**config.mk**
```make
export PLATFORM = sky130hd
export DESIGN_NAME = div_seq_flat
export DESIGN_NICKNAME = d
export VERILOG_FILES = /design/src/rtl/div_seq_if.sv /design/src/rtl/div_seq.sv /design/src/flat_wrapper.sv
export SDC_FILE = /design/constraint.sdc
export NUM_CORES = 1
export LEC_CHECK = 0
export CAP_MARGIN = 25
export CORE_MARGIN = 2
export CORE_UTILIZATION = 45
export DETAILED_ROUTE_END_ITERATION = 16
export PLACE_DENSITY = 0.77
export SETUP_SLACK_MARGIN = 0.02
export SYNTH_ARGS = -nofsm -noshare
export SYNTH_HDL_FRONTEND = slang
export SYNTH_SLANG_ARGS = --single-unit
```
**constraint.sdc**
```tcl
create_clock -name clk -period 6.3 [get_ports clk]
set_input_delay 1.26 -clock clk [delete_from_list [all_inputs] [get_ports clk]]
set_output_delay 1.26 -clock clk [all_outputs]
set_load 0.01 [all_outputs]
```
**src/rtl/div_seq_if.sv**
```systemverilog
// Request/response bundle for the sequential divider.
// Master drives the request; slave returns status and the result.
interface div_seq_if #(
  parameter int WIDTH = 32
);
  logic             start;
  logic [1:0]       op;
  logic [WIDTH-1:0] a;
  logic [WIDTH-1:0] b;
  logic             busy;
  logic             done;
  logic [WIDTH-1:0] result;
  logic             div_by_zero;
  logic             overflow;

  modport master (
    output start, op, a, b,
    input  busy, done, result, div_by_zero, overflow
  );

  modport slave (
    input  start, op, a, b,
    output busy, done, result, div_by_zero, overflow
  );
endinterface

```
**src/rtl/div_seq.sv**
```systemverilog
// Restoring shift-subtract divider for signed/unsigned DIV and REM.
// Produces one quotient bit per cycle; zero-divisor and signed-overflow cases finish on the accept edge.
module div_seq #(
  parameter int WIDTH = 32
) (
  input  logic      clk,
  input  logic      rst_n,
  div_seq_if.slave  bus
);

  localparam int CW = (WIDTH > 1) ? $clog2(WIDTH) : 1;
  localparam logic [CW-1:0] LAST = CW'(WIDTH - 1);

  typedef enum logic [1:0] {IDLE, CALC, DONE} state_t;

  state_t           state_q;
  logic [CW-1:0]    cnt_q;
  logic [WIDTH-1:0] remQ_q;
  logic [WIDTH-1:0] dividend_q;
  logic [WIDTH-1:0] divisor_q;
  logic             negQuo_q;
  logic             negRem_q;
  logic             remOp_q;
  logic [WIDTH-1:0] result_q;
  logic             busy_q;
  logic             done_q;
  logic             dbz_q;
  logic             ovf_q;

  logic             isSigned;
  logic [WIDTH-1:0] magA;
  logic [WIDTH-1:0] magB;
  logic             divZero;
  logic             sgnOvf;
  logic [WIDTH:0]   shifted;
  logic [WIDTH:0]   trial;
  logic             borrow;
  logic [WIDTH-1:0] rem_d;
  logic [WIDTH-1:0] quo_d;
  logic [WIDTH-1:0] quoSigned;
  logic [WIDTH-1:0] remSigned;
  logic [WIDTH-1:0] final_d;

  // Operand conditioning at accept time, plus one restoring step of the
  // datapath. The dividend register shifts left and collects quotient bits.
  always_comb begin
    isSigned  = ~bus.op[0];
    magA      = (isSigned && bus.a[WIDTH-1]) ? -bus.a : bus.a;
    magB      = (isSigned && bus.b[WIDTH-1]) ? -bus.b : bus.b;
    divZero   = (bus.b == '0);
    sgnOvf    = isSigned && (bus.a == {1'b1, {(WIDTH-1){1'b0}}}) && (bus.b == '1);
    shifted   = {remQ_q, dividend_q[WIDTH-1]};
    trial     = shifted - {1'b0, divisor_q};
    borrow    = trial[WIDTH];
    rem_d     = borrow ? shifted[WIDTH-1:0] : trial[WIDTH-1:0];
    quo_d     = {dividend_q[WIDTH-2:0], ~borrow};
    quoSigned = negQuo_q ? -quo_d : quo_d;
    remSigned = negRem_q ? -rem_d : rem_d;
    final_d   = remOp_q ? remSigned : quoSigned;
  end

  // Control FSM and datapath registers; status outputs are registered here
  // so they change only with the state.
  always_ff @(posedge clk or negedge rst_n) begin
    if (!rst_n) begin
      state_q    <= IDLE;
      cnt_q      <= '0;
      remQ_q     <= '0;
      dividend_q <= '0;
      divisor_q  <= '0;
      negQuo_q   <= 1'b0;
      negRem_q   <= 1'b0;
      remOp_q    <= 1'b0;
      result_q   <= '0;
      busy_q     <= 1'b0;
      done_q     <= 1'b0;
      dbz_q      <= 1'b0;
      ovf_q      <= 1'b0;
    end else begin
      case (state_q)
        IDLE: begin
          if (bus.start) begin
            remOp_q <= bus.op[1];
            busy_q  <= 1'b1;
            dbz_q   <= 1'b0;
            ovf_q   <= 1'b0;
            cnt_q   <= '0;
            if (divZero) begin
              result_q <= bus.op[1] ? bus.a : '1;
              dbz_q    <= 1'b1;
              done_q   <= 1'b1;
              state_q  <= DONE;
            end else if (sgnOvf) begin
              result_q <= bus.op[1] ? '0 : bus.a;
              ovf_q    <= 1'b1;
              done_q   <= 1'b1;
              state_q  <= DONE;
            end else begin
              remQ_q     <= '0;
              dividend_q <= magA;
              divisor_q  <= magB;
              negQuo_q   <= isSigned && (bus.a[WIDTH-1] != bus.b[WIDTH-1]);
              negRem_q   <= isSigned && bus.a[WIDTH-1];
              state_q    <= CALC;
            end
          end
        end
        CALC: begin
          remQ_q     <= rem_d;
          dividend_q <= quo_d;
          if (cnt_q == LAST) begin
            cnt_q    <= '0;
            result_q <= final_d;
            done_q   <= 1'b1;
            state_q  <= DONE;
          end else begin
            cnt_q <= cnt_q + 1'b1;
          end
        end
        DONE: begin
          busy_q  <= 1'b0;
          done_q  <= 1'b0;
          state_q <= IDLE;
        end
        default: begin
          busy_q  <= 1'b0;
          done_q  <= 1'b0;
          state_q <= IDLE;
        end
      endcase
    end
  end

  assign bus.busy        = busy_q;
  assign bus.done        = done_q;
  assign bus.result      = result_q;
  assign bus.div_by_zero = dbz_q;
  assign bus.overflow    = ovf_q;

endmodule

```
**src/flat_wrapper.sv**
```systemverilog
// flat-port wrapper written by rule: the top's interface ports become plain ports
module div_seq_flat 
#(
  parameter int WIDTH = 32
)
  (clk, rst_n, bus_start, bus_op, bus_a, bus_b, bus_busy, bus_done, bus_result, bus_div_by_zero, bus_overflow);
  div_seq_if #(.WIDTH(WIDTH)) bus_i ();
  input  logic clk;
  input  logic rst_n;
  input wire logic [$bits(bus_i.start)-1:0] bus_start;
  input wire logic [$bits(bus_i.op)-1:0] bus_op;
  input wire logic [$bits(bus_i.a)-1:0] bus_a;
  input wire logic [$bits(bus_i.b)-1:0] bus_b;
  output wire logic [$bits(bus_i.busy)-1:0] bus_busy;
  output wire logic [$bits(bus_i.done)-1:0] bus_done;
  output wire logic [$bits(bus_i.result)-1:0] bus_result;
  output wire logic [$bits(bus_i.div_by_zero)-1:0] bus_div_by_zero;
  output wire logic [$bits(bus_i.overflow)-1:0] bus_overflow;
  assign bus_i.start = bus_start;
  assign bus_i.op = bus_op;
  assign bus_i.a = bus_a;
  assign bus_i.b = bus_b;
  assign bus_busy = bus_i.busy;
  assign bus_done = bus_i.done;
  assign bus_result = bus_i.result;
  assign bus_div_by_zero = bus_i.div_by_zero;
  assign bus_overflow = bus_i.overflow;
  div_seq #(.WIDTH(WIDTH)) u_core (.clk(clk), .rst_n(rst_n), .bus(bus_i));
endmodule
```
==> out/results.txt <==
Tmin final -> 5740 ps
Antenna violations before repair -> 0
Vias per cell -> 6.15
Non-filler cells, final -> 1945
Synth Area in Simple Gates -> 0.212
Post-Synthesis Cell Area -> 0.0117 sq mm
Net Count, Synth -> 1644
IO buf count -> 104
CTS Hold Bufs -> 0
Post-DP HPWL -> 27300 um
Final Util -> 0.531
Multi-input logic area -> 0.00761 sq mm
Final wirelength -> 37200 um
Row cnt -> 59
Main combinational cell family by area after synthesis -> compound AO/OA/AOI/OAI gates
Placed cells -> 1910
Worst Hold Depth -> 2
Adder-Cell Fraction of Synth Area -> 0.0451
CORE AREA -> 0.0258 sq mm
Root Buffer -> clkbuf_16
Share of cells above drive strength 1 -> 0.0491
Worst Path Class, Setup -> flop to flop
RSZ-0062 raised after global routing -> no
Status -> completed
Chip width -> 165 um
Startpoint Class -> flop
Via count -> 12000
Max-cap viol count -> 0
Synth unique cells -> 73
Dominant cells by area after synthesis -> dfrtp_1, o21ai_0, nand2_1
GP Congestion -> 0.953
Post-synth top flop -> dfrtp_1
Slew Viols, Final -> 0
DRT iter0 DRCs -> 1330
Post-synthesis register bit count -> 142
Post-CTS Resized -> 0
Ports -> 105
TritonRoute pass-1 iters -> 7
Initial Utilization -> 0.454
PD cells -> 662 mW/mm^2
First-pass GRT wire length -> 59000 um
Top-count cell post-synth -> o21ai_0
Slew Limit Headroom -> 0.289
Least-Margin Pin Slew -> 1070 ps
Cell accounting for the most synthesized area -> dfrtp_1
Worst Reg-to-Reg Cells -> 20
Fillers -> 2384
Dpl cell area -> 0.0130 sq mm
Gate Count Post-Synth -> 1535
Synth-to-layout area growth -> 16.9%
Static leakage -> 5.39 nW
Largest net degree at the start of global routing -> 103
Synth Area in Compound Gates -> 0.264
Diodes inserted -> 0
Nets -> 1706
Fmax -> 174 MHz
CTS Buf Count -> 17
Nature of the critical path endpoint -> flop
Hold crit path type -> flop to flop
Worst hold start -> u_core.bus.div_by_zero
Post-synthesis mux area share -> 0.0265
Ys async rst share -> 1.00
Commonest cells in the netlist -> o21ai_0, nand2_1, a21oi_1
Number of global-route vias before repair -> 11200
Reg2reg end -> u_core.bus.result[26]
Worst VDD drop -> 0.000315 V
Reg-to-Reg Start -> u_core.remQ_q[16]
Crit path arrival time -> 6080 ps
Chip height -> 165 um
Post-route cell area -> 0.0137 sq mm
GRT Util Overall -> 0.274
Clock Tree Buf Depth -> 2
Post-Syn Area per Cell -> 7.62 sq um
CTS tree -> done
CP max FO -> 13
Post-synthesis sequential area ratio -> 0.304
Yosys warns -> 0
Worst Skew -> 9.00 ps
CTS H-tree lvls -> 4
Critical Path RT -> 6640 ps
Antenna-violating nets left -> 0
Setup violators final -> 0
Synth Area in XOR/XNOR -> 0.101
Drt wl/cell -> 19.1 um
R2R setup slack -> 560 ps
Die Area -> 0.0273 sq mm
Grt ovf -> 0
Final hold vios -> 0
Setup_tns -> 0 ps
Period utilization -> 0.911
Hold Path End -> u_core.bus.div_by_zero
Post-route DRC -> 0
Setup bufs post-CTS -> 0
Clk_lat worst skew -> 440 ps
Worst-path clk slew -> 70 ps
EDFF count, synth -> 0
Clock Sinks -> 142
Yosys top cell area share -> 0.304
Hold Slack -> 497 ps
FF/Latch Area -> 0.00355 sq mm
==> cell families (layout without fill, tap and decap cells) <==
group / count (synthesis) / after routing
simple gates: 528 / 528
buf+inv: 143 / 218
flops: 142 / 142
compound gates: 515 / 515
mux: 30 / 30
xor+xnor: 135 / 135
fa+ha+maj: 42 / 42
==> state kept, by name (all words and copies together) (netlist names) <==
signal                  flops
u_core.bus.result          32
u_core.dividend_q          32
u_core.divisor_q           32
u_core.remQ_q              32
u_core.cnt_q                5
u_core.state_q              2
u_core.bus.busy             1
u_core.bus.div_by_zero      1
u_core.bus.done             1
u_core.bus.overflow         1
u_core.negQuo_q             1
u_core.negRem_q             1
u_core.remOp_q              1
==> report_power, final <==
group	switching (mW)	leakage (nW)	internal, mW
clock	0.451	0.277	0.587
combinational	3.77	3.40	2.40
sequential	0.469	1.72	1.38
==> cell type report <==
cell class | instances | share of cell area
clock buffer | 17 | 0.0311
clock inverter | 15 | 0.0118
inverter | 59 | 0.0162
multi-input combinational | 1250 | 0.557
sequential | 142 | 0.260
tap | 335 | 0.0307
timing repair buffer | 127 | 0.0936
==> worst max path at each step <==
stage / from / endpoint / slack [ps]
global route: u_core.dividend_q[31] / u_core.bus.result[26] / 70
global placement: bus_a[13] / u_core.bus.result[19] / 710
CTS: u_core.dividend_q[31] / u_core.bus.result[26] / 720
detailed placement: bus_a[12] / u_core.bus.result[19] / 700
finish: u_core.remQ_q[16] / u_core.bus.result[26] / 560
floorplan: u_core.dividend_q[31] / u_core.bus.result[26] / 900
==> placed cells by master (no fill, tap or decap), drive strengths merged, types with 4 or more instances in the layout <==
cell type / count
o21ai: 203
nand2: 194
a21oi: 143
dfrtp: 142
nor2: 136
clkdlybuf4s50: 103
xor2: 74
inv: 62
xnor2: 61
nor3: 40
ha: 39
o31ai: 26
mux2i: 25
nand4: 24
buf: 24
o211ai: 22
nand3: 22
a31oi: 20
nor4: 20
or3: 19
clkbuf: 17
and3: 16
o41ai: 14
a21o: 12
nand2b: 12
a211oi: 11
a22o: 10
o21a: 10
a221oi: 9
and2: 8
or4: 8
and4: 7
nor2b: 7
clkinv: 6
a211o: 5
mux2: 5
a311oi: 4
nand3b: 4
clkinvlp: 4
or2: 4
==> metal layers <==
| metal | part of all wire | global-route usage |
|---|---|---|
| met5 | 0 | 0 |
| met1 | 0.43 | 0.368 |
| met2 | 0.47 | 0.443 |
| met3 | 0.068 | 0.0457 |
| met4 | 0.034 | 0.102 |
==> per-stage QoR <==
| step | setup slack, ps | power [mW] |
|---|---|---|
| 6_report | 561 | 9.05 |
| 5_1_grt | 70.3 | 9.80 |
| 3_5_place_dp | 697 | 7.83 |
| 4_1_cts | 715 | 8.91 |
| 2_1_floorplan | 899 | 6.19 |
| 3_3_place_gp | 709 | 7.71 |
==> worst max-delay path, stage by stage, from the launching register on <==
cell,delay [ps]
dfrtp_1,420
ha_1,520
a21oi_1,180
o21ai_1,260
a311oi_1,130
o31ai_1,680
o21a_4,280
nor2_4,50
inv_2,190
nor2_1,70
a21oi_1,230
ha_1,200
inv_1,90
nor4_1,280
nor4b_1,460
and4_1,270
o21ai_1,170
or3b_4,480
o31ai_1,280
xor2_1,100
a221oi_1,280
Power figures use the tool's default switching activity.
==> edit: new RTL, config.mk and constraints unchanged <==
`WIDTH` is set to 32 in 3 places; all go to 16.
--- a/src/rtl/div_seq_if.sv
+++ b/src/rtl/div_seq_if.sv
@@ -2,5 +2,5 @@
 // Master drives the request; slave returns status and the result.
 interface div_seq_if #(
-  parameter int WIDTH = 32
+  parameter int WIDTH = 16
 );
   logic             start;
--- a/src/rtl/div_seq.sv
+++ b/src/rtl/div_seq.sv
@@ -2,5 +2,5 @@
 // Produces one quotient bit per cycle; zero-divisor and signed-overflow cases finish on the accept edge.
 module div_seq #(
-  parameter int WIDTH = 32
+  parameter int WIDTH = 16
 ) (
   input  logic      clk,
--- a/src/flat_wrapper.sv
+++ b/src/flat_wrapper.sv
@@ -2,5 +2,5 @@
 module div_seq_flat 
 #(
-  parameter int WIDTH = 32
+  parameter int WIDTH = 16
 )
   (clk, rst_n, bus_start, bus_op, bus_a, bus_b, bus_busy, bus_done, bus_result, bus_div_by_zero, bus_overflow);
Interface: changed (resized bus_a, bus_b and bus_result); port bits go from 105 to 57. The function was not compared with the original's and may differ.
==> edit against the unedited design <==
- clock power decreased by 43%
- count of clock-buffer cells in the layout is 6 lower
- total power is 57% lower
- global-route usage decreased by 1.5 points
- first-iteration DRC count shrank 55%
- final area shrank 47%
- area after synthesis fell by 47%
- setup slack gained 900 ps
- sequential cell count down 65
- wire length is 50% lower
- highest routed layer unchanged
==> edit: results (changes against the unedited design) <==
STA:
- The worst clock skew is 11.6 ps (was 9.00 ps).
- The tightest slew margin relative to the limit was 30.3% (was 28.9%).

Synth:
- The total nets after synthesis is 847 (was 1644).
- The fraction of the mapped netlist area in compound gates was 28.9% (was 26.4%).
- Top cells by area in the synthesized netlist: dfrtp_1, o21ai_0, a21oi_1, nand2_1, ha_1 (was dfrtp_1, o21ai_0, nand2_1, a21oi_1, xor2_1).
- The portion of netlist area occupied by mux cells is 2.14% (was 2.65%).
- The unique cell type count in the Yosys netlist is 78 (was 73).
- The flip-flop cell with the highest count after synthesis was dfrtp_1 (unchanged).
- Most common library cells after synthesis: o21ai_0, nand2_1, a21oi_1 (unchanged).
- The yosys synthesis warning count is 0 (unchanged).
- The share of synthesized cell area in full adder, half adder and majority cells is 5.09% (was 4.51%).
- The synthesized instance count is 787 (was 1535).
- The fraction of registers with async set/reset was 100% (unchanged).
- The parity-gate share of the synthesized area counting xor and xnor cells came to 7.49% (was 10.1%).
- The number of flops mapped to enable cells by yosys is 0 (unchanged).
- The share of the yosys chip area belonging to registers is 31.1% (was 30.4%).

CTS:
- The total setup buffers inserted after CTS is 0 (unchanged).
- The number of clock buffers inserted by TritonCTS came to 9 (was 17).
- The number of H-tree levels came to 3 (was 4).
- The root cell of the clock tree is clkbuf_16 (unchanged).
- The maximum number of buffers from clock root to sink is 2 (unchanged).
- The number of gates given a new drive strength after cts is 0 (unchanged).
- The latest clock arrival within the worst-skew pair was 350 ps (was 440 ps).
- The clock slew at the register clock pins of the worst setup and hold paths was 70 ps (about the same).

Global routing:
- The largest net degree at the start of global routing is 78 (was 103).
- The overall routing resource usage came to 25.9% (was 27.4%).
- The remaining global-route overflow is 0 (unchanged).
- The first-pass GRT wire length is 29.8 mm (was 59.0 mm).
- The via count of the first global-routing pass came to 5719 (was 11200).
- The initial antenna violation count was 0 (unchanged).

Outcome:
- Status: completed (unchanged).

Detailed routing:
- The first-pass iteration count of the detailed router is 6 (was 7).
- The iteration-0 DRC count of the detailed router is 597 (was 1330).
- The post-detailed-route wirelength per cell came to 18.3 µm (was 19.1 µm).
- The via total after detailed routing is 6235 (was 12000).

Placement:
- The number of port buffers was 56 (was 104).
- The worst setup slack after placement is 1550 ps (was 697 ps).
- The detailed-placement wirelength estimate is 13.4 mm (was 27.3 mm).
- The cell count after placement is 990 (was 1910).
- The final weighted congestion of routability-driven global placement was 0.916 (was 0.953).

Hold path:
- The path class of the lowest-slack min-delay path is register to register (unchanged).
- The number of cells on the worst hold path is 2 (unchanged).

Final layout:
- The fraction of layout cells with a size suffix above 1 is 5.53% (was 4.91%).
- The number of nets at the end of the flow was 887 (was 1706).
- The antenna diode instance count is 0 (unchanged).
- The number of cells in the finished layout apart from fillers came to 1008 (was 1945).

Worst setup path:
- The worst-case reg-to-reg path depth was 17 (was 20).
- The highest fanout seen on the critical path is 19 (was 13).

Pwr:
- The switching power is 0.00193 W (was 0.00469 W).
- The peak ir drop on the vdd network came to 0.335 mV (was 0.315 mV).
- The leakage component of the power is 3.00 nW (was 5.39 nW).
-- edit: cell types whose count changed in the layout (fill, tap and decap cells not counted), sizes merged, moves of 18 or more --
cell           unedited run  this run
o21ai                   203        96
nor2                    136        70
xor2                     74        22
a21oi                   143        81
dfrtp                   142        77
nand2                   194        80
clkdlybuf4s50           103        55
nand4                    24         6
inv                      62        41
xnor2                    61        31
-- edit: stage by stage --
step | instance area (µm²) | hold WS, ps
after floorplan | 6190 | 450
after global placement | 6870 | 463
after detailed placement | 6870 | 473
after CTS | 7210 | 487
after global routing | 7260 | 520
final | 7260 | 480
-- edit: cell families after synthesis --
family	after synthesis
AO/OA/AOI/OAI	282
AND/OR/NAND/NOR	261
flip-flops	77
buffers and inverters	76
XOR/XNOR	53
adder cells (fa/ha/maj)	25
multiplexers	13
-- edit: area by class of cell --
class	count	area, µm²
clock buffers	11	253
fillers	1228	6080
well taps	176	220
repair buffers	65	666
clock inverters	5	81.3
multi-input cells	634	3970
inverters	40	150
flip-flops and latches	77	1930
-- edit: worst max-delay path, cell delays in order (launching register included) --
cell,delay (ps)
dfrtp_1,390
inv_1,60
ha_1,210
fa_1,440
nand2b_1,210
a211oi_1,380
o2111a_1,330
nor3_2,50
buf_4,200
nor2_2,480
inv_2,290
a21oi_1,320
ha_1,230
inv_1,80
a2111oi_4,470
a21oi_1,150
mux2i_1,150
a221o_1,260
-- edit: metal layers --
metal | up-vias | global-route usage [%] | part of all wire, %
met5 | - | 0 | 0
met4 | 0 | 9.48 | 3.0
met3 | 61 | 4.51 | 8.5
met2 | 299 | 40.2 | 45
met1 | 2924 | 36.1 | 43
li1 | 2951 | - | -
-- edit: final timing paths --
kind,endpoint,startpoint,slack (ps)
setup / recovery,u_core.bus.result[10],u_core.dividend_q[15],1460
hold / removal,u_core.bus.result[0],u_core.bus.result[0],480
setup reg to reg,u_core.bus.result[10],u_core.dividend_q[15],1460
hold reg to reg,u_core.bus.result[0],u_core.bus.result[0],480
max in group asynchronous,u_core.bus.done,rst_n,4920
min in group asynchronous,u_core.remQ_q[11],rst_n,790
-- edit: power by group through the flow --
stage / logic [W] / registers [W] / clock network [W]
3_3_place_gp: 0.00227 / 0.000935 / 0
4_1_cts: 0.00233 / 0.000934 / 0.000598
5_1_grt: 0.00264 / 0.000966 / 0.000627
2_1_floorplan: 0.00171 / 0.000877 / 0
3_5_place_dp: 0.00231 / 0.000940 / 0
6_report: 0.00239 / 0.000943 / 0.000597
